$ cat src/rtl/xgmii_rx_framer.sv
// xgmii_rx_framer
//   Frame delimiter behind the XGMII RX lane aligner. Start is always in lane 0.
//   The preamble/SFD word is dropped. Data words are written to an RX FIFO tagged
//   with sop/eop/byte_en/err. The input cannot be stalled, so a full FIFO either
//   drops the whole frame (at Start) or truncates it with err (mid-frame).
//
//   Pipeline: stage 1 registers the input word plus its lane decode. Stage 2
//   decides using that word and the live input word, which is the next word in
//   the stream. The outputs are registered, so a word on xgmii_rxd at cycle N
//   produces its write at cycle N+2.
//
//   Optional feature: define RX_STATS_EN to enable the three 32-bit statistics
//   counters. When it is undefined, the counter ports are tied to zero.
//
// Ports
//   xgmii_rx_clk    clock
//   sys_rst_n       synchronous reset, active low
//   xgmii_rxd       [71:64] per-lane ctrl, lane i data = [8i+7:8i]
//   fifo_full       FIFO almost-full (>=2 free entries while asserted)
//   wr_en           FIFO write strobe; qualifies dout/byte_en/sop/eop/err
//   dout            frame data, lane 0 = first byte
//   byte_en         lane-valid mask, 8'hff except on a short EOP word
//   sop / eop       first / last data word of a frame
//   err             with eop only: bad frame (error char, overlong, overflow)
//   rx_frames       good frames written
//   rx_err_frames   frames closed with err
//   rx_drop_frames  frames dropped entirely at Start
module xgmii_rx_framer #(
  parameter int MAX_FRAME_WORDS = 190
) (
  input  logic        xgmii_rx_clk,
  input  logic        sys_rst_n,
  input  logic [71:0] xgmii_rxd,
  input  logic        fifo_full,
  output logic        wr_en,
  output logic [63:0] dout,
  output logic [7:0]  byte_en,
  output logic        sop,
  output logic        eop,
  output logic        err,
  output logic [31:0] rx_frames,
  output logic [31:0] rx_err_frames,
  output logic [31:0] rx_drop_frames
);

  typedef enum logic [1:0] {IDLE = 2'd0, DATA = 2'd1, DROP = 2'd2} state_t;

  localparam logic [15:0] LAST_IDX = 16'(MAX_FRAME_WORDS - 1);

  // Lane decode of the incoming word. A value of 8 in in_t means no terminate.
  logic [7:0]  in_ctrl;
  logic [63:0] in_data;
  logic [3:0]  in_t;
  logic        in_start, in_idle;

  assign in_ctrl = xgmii_rxd[71:64];
  assign in_data = xgmii_rxd[63:0];

  always_comb begin
    in_t = 4'd8;
    for (int i = 7; i >= 0; i--)
      if (in_ctrl[i] && in_data[8*i +: 8] == 8'hFD) in_t = 4'(i);
    in_start = in_ctrl[0] && in_data[7:0] == 8'hFB;
    in_idle  = in_ctrl == 8'hff && in_data[7:0] == 8'h07;
  end

  // Stage 1: the word under decision.
  logic        s1_vld_q, s1_start_q, s1_idle_q, s1_full_q;
  logic [7:0]  s1_ctrl_q;
  logic [63:0] s1_data_q;
  logic [3:0]  s1_t_q;

  // Stage 2 state and next-state signals.
  state_t      state_q, state_d;
  logic [15:0] cnt_q, cnt_d;
  logic        sop_pend_q, sop_pend_d;
  logic        wr_d, sop_d, eop_d, err_d;
  logic [63:0] dout_d;
  logic [7:0]  be_d;

  // These are the lanes below the terminate, or all lanes when there is none.
  // Any ctrl char in them cannot be FD, so it is an error char.
  logic [7:0] low_mask;
  logic       err_char, has_t;
  assign low_mask = ~(8'hff << s1_t_q);
  assign err_char = |(s1_ctrl_q & low_mask);
  assign has_t    = s1_t_q != 4'd8;

  always_comb begin
    state_d    = state_q;
    cnt_d      = cnt_q;
    sop_pend_d = sop_pend_q;
    wr_d       = 1'b0;
    sop_d      = 1'b0;
    eop_d      = 1'b0;
    err_d      = 1'b0;
    dout_d     = 64'h0;
    be_d       = 8'h0;
    if (s1_vld_q) begin
      unique case (state_q)
        IDLE: if (s1_start_q) begin
          if (s1_full_q) state_d = DROP;
          else begin
            state_d    = DATA;
            cnt_d      = 16'd0;
            sop_pend_d = 1'b1;
          end
        end
        DATA: begin
          if (!err_char && s1_t_q == 4'd0) begin
            // A terminate in lane 0 here only follows an empty frame; there is nothing to write.
            state_d = IDLE;
          end else begin
            wr_d       = 1'b1;
            dout_d     = s1_data_q;
            be_d       = 8'hff;
            sop_d      = sop_pend_q;
            sop_pend_d = 1'b0;
            cnt_d      = (cnt_q == 16'hffff) ? cnt_q : cnt_q + 16'd1;
            if (err_char) begin
              eop_d = 1'b1; err_d = 1'b1; state_d = DROP;
            end else if (has_t) begin
              eop_d = 1'b1; be_d = low_mask; state_d = IDLE;
            end else if (in_t == 4'd0) begin
              // Lookahead: the next word holds only the terminate, so this word closes the frame.
              eop_d = 1'b1; state_d = IDLE;
            end else if (cnt_q >= LAST_IDX) begin
              eop_d = 1'b1; err_d = 1'b1; state_d = DROP;
            end else if (s1_full_q) begin
              // The FIFO still has a free slot for this closing word.
              eop_d = 1'b1; err_d = 1'b1; state_d = DROP;
            end
          end
        end
        DROP: if (has_t || s1_idle_q) state_d = IDLE;
        default: state_d = IDLE;
      endcase
    end
  end

  always_ff @(posedge xgmii_rx_clk) begin
    if (!sys_rst_n) begin
      s1_vld_q   <= 1'b0;
      s1_start_q <= 1'b0;
      s1_idle_q  <= 1'b0;
      s1_full_q  <= 1'b0;
      s1_ctrl_q  <= 8'h0;
      s1_data_q  <= 64'h0;
      s1_t_q     <= 4'd8;
      state_q    <= IDLE;
      cnt_q      <= 16'd0;
      sop_pend_q <= 1'b0;
      wr_en      <= 1'b0;
      dout       <= 64'h0;
      byte_en    <= 8'h0;
      sop        <= 1'b0;
      eop        <= 1'b0;
      err        <= 1'b0;
    end else begin
      s1_vld_q   <= 1'b1;
      s1_start_q <= in_start;
      s1_idle_q  <= in_idle;
      s1_full_q  <= fifo_full;
      s1_ctrl_q  <= in_ctrl;
      s1_data_q  <= in_data;
      s1_t_q     <= in_t;
      state_q    <= state_d;
      cnt_q      <= cnt_d;
      sop_pend_q <= sop_pend_d;
      wr_en      <= wr_d;
      dout       <= dout_d;
      byte_en    <= be_d;
      sop        <= sop_d;
      eop        <= eop_d;
      err        <= err_d;
    end
  end

`ifdef RX_STATS_EN
  logic [31:0] frames_q, err_frames_q, drop_frames_q;
  logic        drop_inc;
  assign drop_inc = s1_vld_q && state_q == IDLE && s1_start_q && s1_full_q;

  always_ff @(posedge xgmii_rx_clk) begin
    if (!sys_rst_n) begin
      frames_q      <= 32'h0;
      err_frames_q  <= 32'h0;
      drop_frames_q <= 32'h0;
    end else begin
      if (wr_d && eop_d && !err_d) frames_q     <= frames_q + 32'd1;
      if (wr_d && eop_d && err_d)  err_frames_q <= err_frames_q + 32'd1;
      if (drop_inc)                drop_frames_q <= drop_frames_q + 32'd1;
    end
  end

  assign rx_frames      = frames_q;
  assign rx_err_frames  = err_frames_q;
  assign rx_drop_frames = drop_frames_q;
`else
  assign rx_frames      = 32'h0;
  assign rx_err_frames  = 32'h0;
  assign rx_drop_frames = 32'h0;
`endif

endmodule

$ cat config.mk
export PLATFORM = sky130hd
export DESIGN_NAME = xgmii_rx_framer
export DESIGN_NICKNAME = d
export VERILOG_FILES = /design/src/rtl/xgmii_rx_framer.sv
export SDC_FILE = /design/constraint.sdc
export NUM_CORES = 1
export LEC_CHECK = 0
export ABC_AREA = 1
export CORE_ASPECT_RATIO = 1.75
export CORE_MARGIN = 2
export CORE_UTILIZATION = 34
export DETAILED_ROUTE_END_ITERATION = 8
export GPL_TIMING_DRIVEN = 0
export PLACE_DENSITY_LB_ADDON = 0.25
export SYNTH_ARGS = -nofsm -noshare
export SYNTH_HDL_FRONTEND = slang
export SYNTH_SLANG_ARGS = --single-unit
$ cat constraint.sdc
create_clock -name xgmii_rx_clk -period 4.4 [get_ports xgmii_rx_clk]
set_input_delay 0.88 -clock xgmii_rx_clk [delete_from_list [all_inputs] [get_ports xgmii_rx_clk]]
set_output_delay 0.88 -clock xgmii_rx_clk [all_outputs]
set_load 0.05 [all_outputs]
==> flow_summary.toml, run 1 <==
[yosys]
synthCells = 880
synthTopCellsByArea = "dfxtp_1 (49%), buf_4 (10%), inv_1 (9.8%), nand2_1 (9.3%), nor2_4 (6.3%)"
yosysSeqAreaShare = 0.491
synth_cell_types = 35
ys_ff_latch = 175
yosysTopAreaCell = "dfxtp_1"
synth_area_um2 = 7130
synth_top_area_frac = 0.491
synth-warning-count = 0
syn_avg_cell_area_um2 = 8.11

[worst_hold_path]
hold_end = "dout[8]"
hold_path.class = "flop to flop"
holdPathStages = 2
hold_start = "s1_data_q[8]"

[timing]
final_hold_viol_count = 0
worst_pin_slew_ns = 0.641
max-slew-margin-rel = 0.569
post-route-period-util = 0.558
rsz0062_at_grt = "no"
finalMaxSlewViolations = 0
setup_viol = 0
post-route-min-period_ns = 2.45
final.setup_skew_ns = 0.00626
holdWs_ns = 0.408
fin_setup_tns_ns = 0
max_clock_freq_mhz = 408

[routing]
num_vias = 5545
ant_nets = 0
wirelength_mm = 16.2
via_per_inst = 3.94
drtPass1Iterations = 4
drcViolationCount = 0
drtIter0Drc = 260
wl_per_cell_um = 11.5

[global_route]
antenna_found_initial = 0
grt_pass1_vias = 5238
overflow = 0
grt_pass1_wl_mm = 24.9
grt_max_degree = 17
grt.total_usage = 0.145

[layout]
fillers = 1993
fin_cells = 1408
final_common_cell = "inv_1"
regArea_um2 = 3500
final_cell_mix = "inv_1 (187), nand2_1 (177), dfxtp_1 (175), clkdlybuf4s50_1 (150), buf_4 (97)"
layout.nets = 1222
multiInputGateArea_um2 = 2410
diodes = 0
drive_gt1_frac = 0.159
final_area_um2 = 9930
syn_to_final_growth_pct = 39.3

[critical_path]
r2r-end = "cnt_q[15]"
required_ns = 3.52
r2r_start = "cnt_q[12]"
critical_path.slowest_cell = "clkdlybuf4s50_1"
reg2regPathDepth = 6
worst-path-buf-inv = 1
cp.arrival_ns = 1.57
critPathKind = "flop to output port"
cpPeakStageDelay_ns = 0.83
path_max_fanout = 1
cp-start-kind = "flop"
r2r_slack_ns = 2.55
cp-end-kind = "output port"
cp_top_family = "buffers and inverters"
crit_chain = "clkdlybuf4s50_1"

[place]
place_area_um2 = 9310
place_hpwl_mm = 13.0
io_buffers = 150
place_inst = 1377
routabilityCongestion = 0.897

[cts]
post_cts_buffers = 0
root_buffer = "clkbuf_16"
ctsResizeCount = 0
cts_inserted_buffers = 17
clkLatencyLatePin_ns = 0.42
tritoncts = "done"
clock_path_buffers = 2
clk_pin_slew_ns = 0.06
cts_max_level = 4
cts_sinks = 175
cts-hold-fix-buffers = 0

[power_and_ir_drop]
leakage_nw = 4.86
power_density_nw_per_um2 = 379
vdd.ir_drop.worst_mv = 0.277
p_total_mw = 3.76

[floorplanning]
ios = 247
core_area_um2 = 20800
die_width_um = 113
die_h_um = 196
start_util = 0.344
placementRows = 70
die-area_um2 = 22200

[run_status]
status = "finished clean"

[flow_run]
cap_violations = 0
## per-layer routing
layer | GRT usage | share of wire
met4 | 0.0736 | 0.034
met1 | 0.128 | 0.34
met3 | 0.0320 | 0.051
met5 | 0 | 0
met2 | 0.295 | 0.57
## through the flow
stage / util / setup WS, ns
after global routing: 0.479 / 1.82
final: 0.479 / 1.95
after floorplan: - / 2.40
after detailed placement: 0.448 / 1.52
after global placement: 0.448 / 1.53
after CTS: 0.479 / 1.91
## how the worst max path moves through the flow
stage,startpoint,end,slack [ns],cells past startpoint
after CTS,wr_en,wr_en,1.91,1
after detailed placement,sys_rst_n,dout[45],1.52,8
after global routing,sys_rst_n,dout[57],1.82,8
final,byte_en[2],byte_en[2],1.95,1
after global placement,sys_rst_n,dout[33],1.53,8
after floorplan,sys_rst_n,dout[21],2.40,7
## cells by family after synthesis
kind of cell / share of synthesized area
buffers and inverters: 0.221
and+or+nand+nor: 0.249
DFF: 0.491
xor gates and xnor gates: 0.00491
other: 0.000526
adders and majority gates: 0.00526
AOI/OAI and AO/OA: 0.0281
## Yosys cell counts, drive strengths merged
library cell,count
conb,1
nand3b,2
nand3,20
a31oi,2
a21boi,1
a31o,1
inv,190
or2,1
o21ai,16
a21oi,16
xor2,3
ha,3
nand2,178
buf,108
a21o,1
clkbuf,8
nor2,110
nor4,5
nor3,12
and3,2
dfxtp,175
or3,1
nand4,23
xnor2,1
## sequential cells by signal, summed over array words and instances (netlist names)
signal      flops
err             1
s1_start_q      1
sop_pend_q      1
s1_ctrl_q       8
s1_t_q          4
cnt_q          16
s1_vld_q        1
s1_idle_q       1
sop             1
s1_data_q      64
dout           64
s1_full_q       1
state_q         2
byte_en         8
eop             1
wr_en           1
## report_power, final
group          internal (mW)  switching (mW)
Combinational          0.176           0.355
Sequential              1.63          0.0149
Clock                  0.965           0.620
## final cells by class
type,instances,area share
flip-flops and latches,175,0.353
multi-input cells,494,0.243
repair buffers,150,0.151
plain buffers,116,0.0867
inverters,190,0.0718
clock buffers,18,0.0442
well taps,252,0.0317
clock inverters,13,0.0189
(Power assumes the default switching activity.)
==> run 2: changes to the inputs <==
==> constraint.sdc (replaced) <==
create_clock -name xgmii_rx_clk -period 2 [get_ports xgmii_rx_clk]
set_input_delay 0.4 -clock xgmii_rx_clk [delete_from_list [all_inputs] [get_ports xgmii_rx_clk]]
set_output_delay 0.4 -clock xgmii_rx_clk [all_outputs]
set_load 0.05 [all_outputs]
==> run 2 against run 1 <==
Global-route usage about the same; setup slack worse by 1.9 ns; final cell count grew 0.14%; routed wire length grew 0.13%; critical path depth did not move; critical path type unchanged; critical endpoint is now sop; highest routed layer unchanged.
==> flow_summary.toml, run 2 (synthesis results as in run 1) <==
[layout]
final_common_cell = "inv_1"
top_regs = "dout: 64 flops, s1_data_q: 64 flops, cnt_q: 16 flops"
fin_cells = 1410
final_util = 0.480
final_area_um2 = 9960
layout.nets = 1224
fillers = 1992
diodes = 0
final_cell_mix = "inv_1 (187), nand2_1 (177), dfxtp_1 (175), clkdlybuf4s50_1 (142), buf_4 (99)"
drive_gt1_frac = 0.163
syn_to_final_growth_pct = 39.7

[run_status]
status = "finished clean"

[global_route]
grt.total_usage = 0.145
overflow = 0
grt_max_degree = 17
antenna_found_initial = 0
grt_pass1_wl_mm = 24.9
grt_pass1_vias = 5233

[worst_hold_path]
hold_path.class = "flop to flop"

[floorplanning]
die-area_um2 = 22200
die_h_um = 196
ios = 247
core_area_um2 = 20800
placementRows = 70
start_util = 0.344
die_width_um = 113

[critical_path]
cp-end-kind = "output port"
critPathLaunch = "sop"
endpoint = "sop"
critical_path.slowest_cell = "clkdlybuf4s50_1"
r2r-end = "cnt_q[9]"
cpPeakStageDelay_ns = 0.83
cp-start-kind = "flop"
required_ns = 1.60
cp.arrival_ns = 1.57
worst-path-buf-inv = 1
r2r_start = "cnt_q[0]"
crit_chain = "clkdlybuf4s50_1"
path_max_fanout = 1
cp_top_family = "buffers and inverters"
reg2regPathDepth = 7
cp.depth = 1
critPathKind = "flop to output port"
r2r_slack_ns = 0.24

[place]
io_buffers = 150
place_inst = 1377
place_hpwl_mm = 13.0
dp_slack_ns = -0.404
routabilityCongestion = 0.897
place_area_um2 = 9310

[timing]
setup_viol = 0
post-route-min-period_ns = 1.97
final.setup_skew_ns = 0.00654
max_clock_freq_mhz = 508
post-route-period-util = 0.983
rsz0062_at_grt = "no"
worst_pin_slew_ns = 0.609
fin_ws_ns = 0.0332
max-slew-margin-rel = 0.590
finalMaxSlewViolations = 0
holdWs_ns = 0.408
final_hold_viol_count = 0
fin_setup_tns_ns = 0

[cts]
clk_pin_slew_ns = 0.07
cts_sinks = 175
cts_max_level = 4
clkLatencyLatePin_ns = 0.42
tritoncts = "done"
root_buffer = "clkbuf_16"
cts_inserted_buffers = 17
clock_path_buffers = 2

[routing]
drtIter0Drc = 210
wirelength_mm = 16.2
ant_nets = 0
num_vias = 5556
drtPass1Iterations = 4
wl_per_cell_um = 11.5
drcViolationCount = 0
via_per_inst = 3.94

[power_and_ir_drop]
vdd.ir_drop.worst_mv = 0.620
p_total_mw = 8.28
leakage_nw = 4.96
power_density_nw_per_um2 = 831

[flow_run]
cap_violations = 0
==> run 2: changes by cell type in the layout (fill, tap and decap cells not counted), moves of 2 or more <==
cell,change
clkdlybuf4s50_1,-8
buf_4,+2
dlygate4sd2_1,+5
dlymetal6s2s_1,+3
==> run 2: tightest hold or removal path: stages, from the launching register on <==
cell     delay, ns
dfxtp_1       0.30
inv_1         0.04
nor2_1        0.03
==> run 2: worst min-delay path by stage <==
stage                              from        to  slack, ns  depth (start not counted)
final                      s1_data_q[8]   dout[8]       0.41                          2
after global routing      s1_data_q[17]  dout[17]       0.42                          2
after CTS                 s1_data_q[14]  dout[14]       0.41                          2
after detailed placement  s1_data_q[14]  dout[14]       0.40                          2
after global placement    s1_data_q[62]  dout[62]       0.39                          2
after floorplan            s1_data_q[0]   dout[0]       0.39                          2
==> run 2: final cells by class <==
type | instances | area [µm²] | area share
Inverter | 190 | 713 | 0.0716
Timing Repair Buffer | 152 | 1520 | 0.152
Clock buffer | 18 | 439 | 0.0441
Sequential cell | 175 | 3500 | 0.352
Buffer | 116 | 862 | 0.0865
Multi-Input combinational cell | 494 | 2420 | 0.243
Tap cell | 252 | 315 | 0.0317
Clock inverter | 13 | 188 | 0.0188
==> run 2: metal layers <==
layer	share of wire	track usage	vias to the layer above
met5	0	0	-
met4	0.031	0.0736	0
met3	0.050	0.0320	24
met2	0.58	0.295	163
met1	0.34	0.128	2440
li1	-	-	2929
==> run 2: what timing repair did <==
action	CTS	global route
endpoints found under the hold margin	0	0
hold buffers	0	0
gates resized for setup	5	6
pin swaps	0	1
gates cloned	0	0
setup buffers	0	2
endpoints found under the setup margin	5	68
==> run 2: report_power, final <==
part	total [mW]	switching (mW)	internal, mW	leakage (nW)
Combinational	1.17	0.781	0.388	3.22
Clock	3.49	1.36	2.12	0.299
Sequential	3.63	0.0323	3.59	1.43
Total	8.28	2.18	6.10	4.96
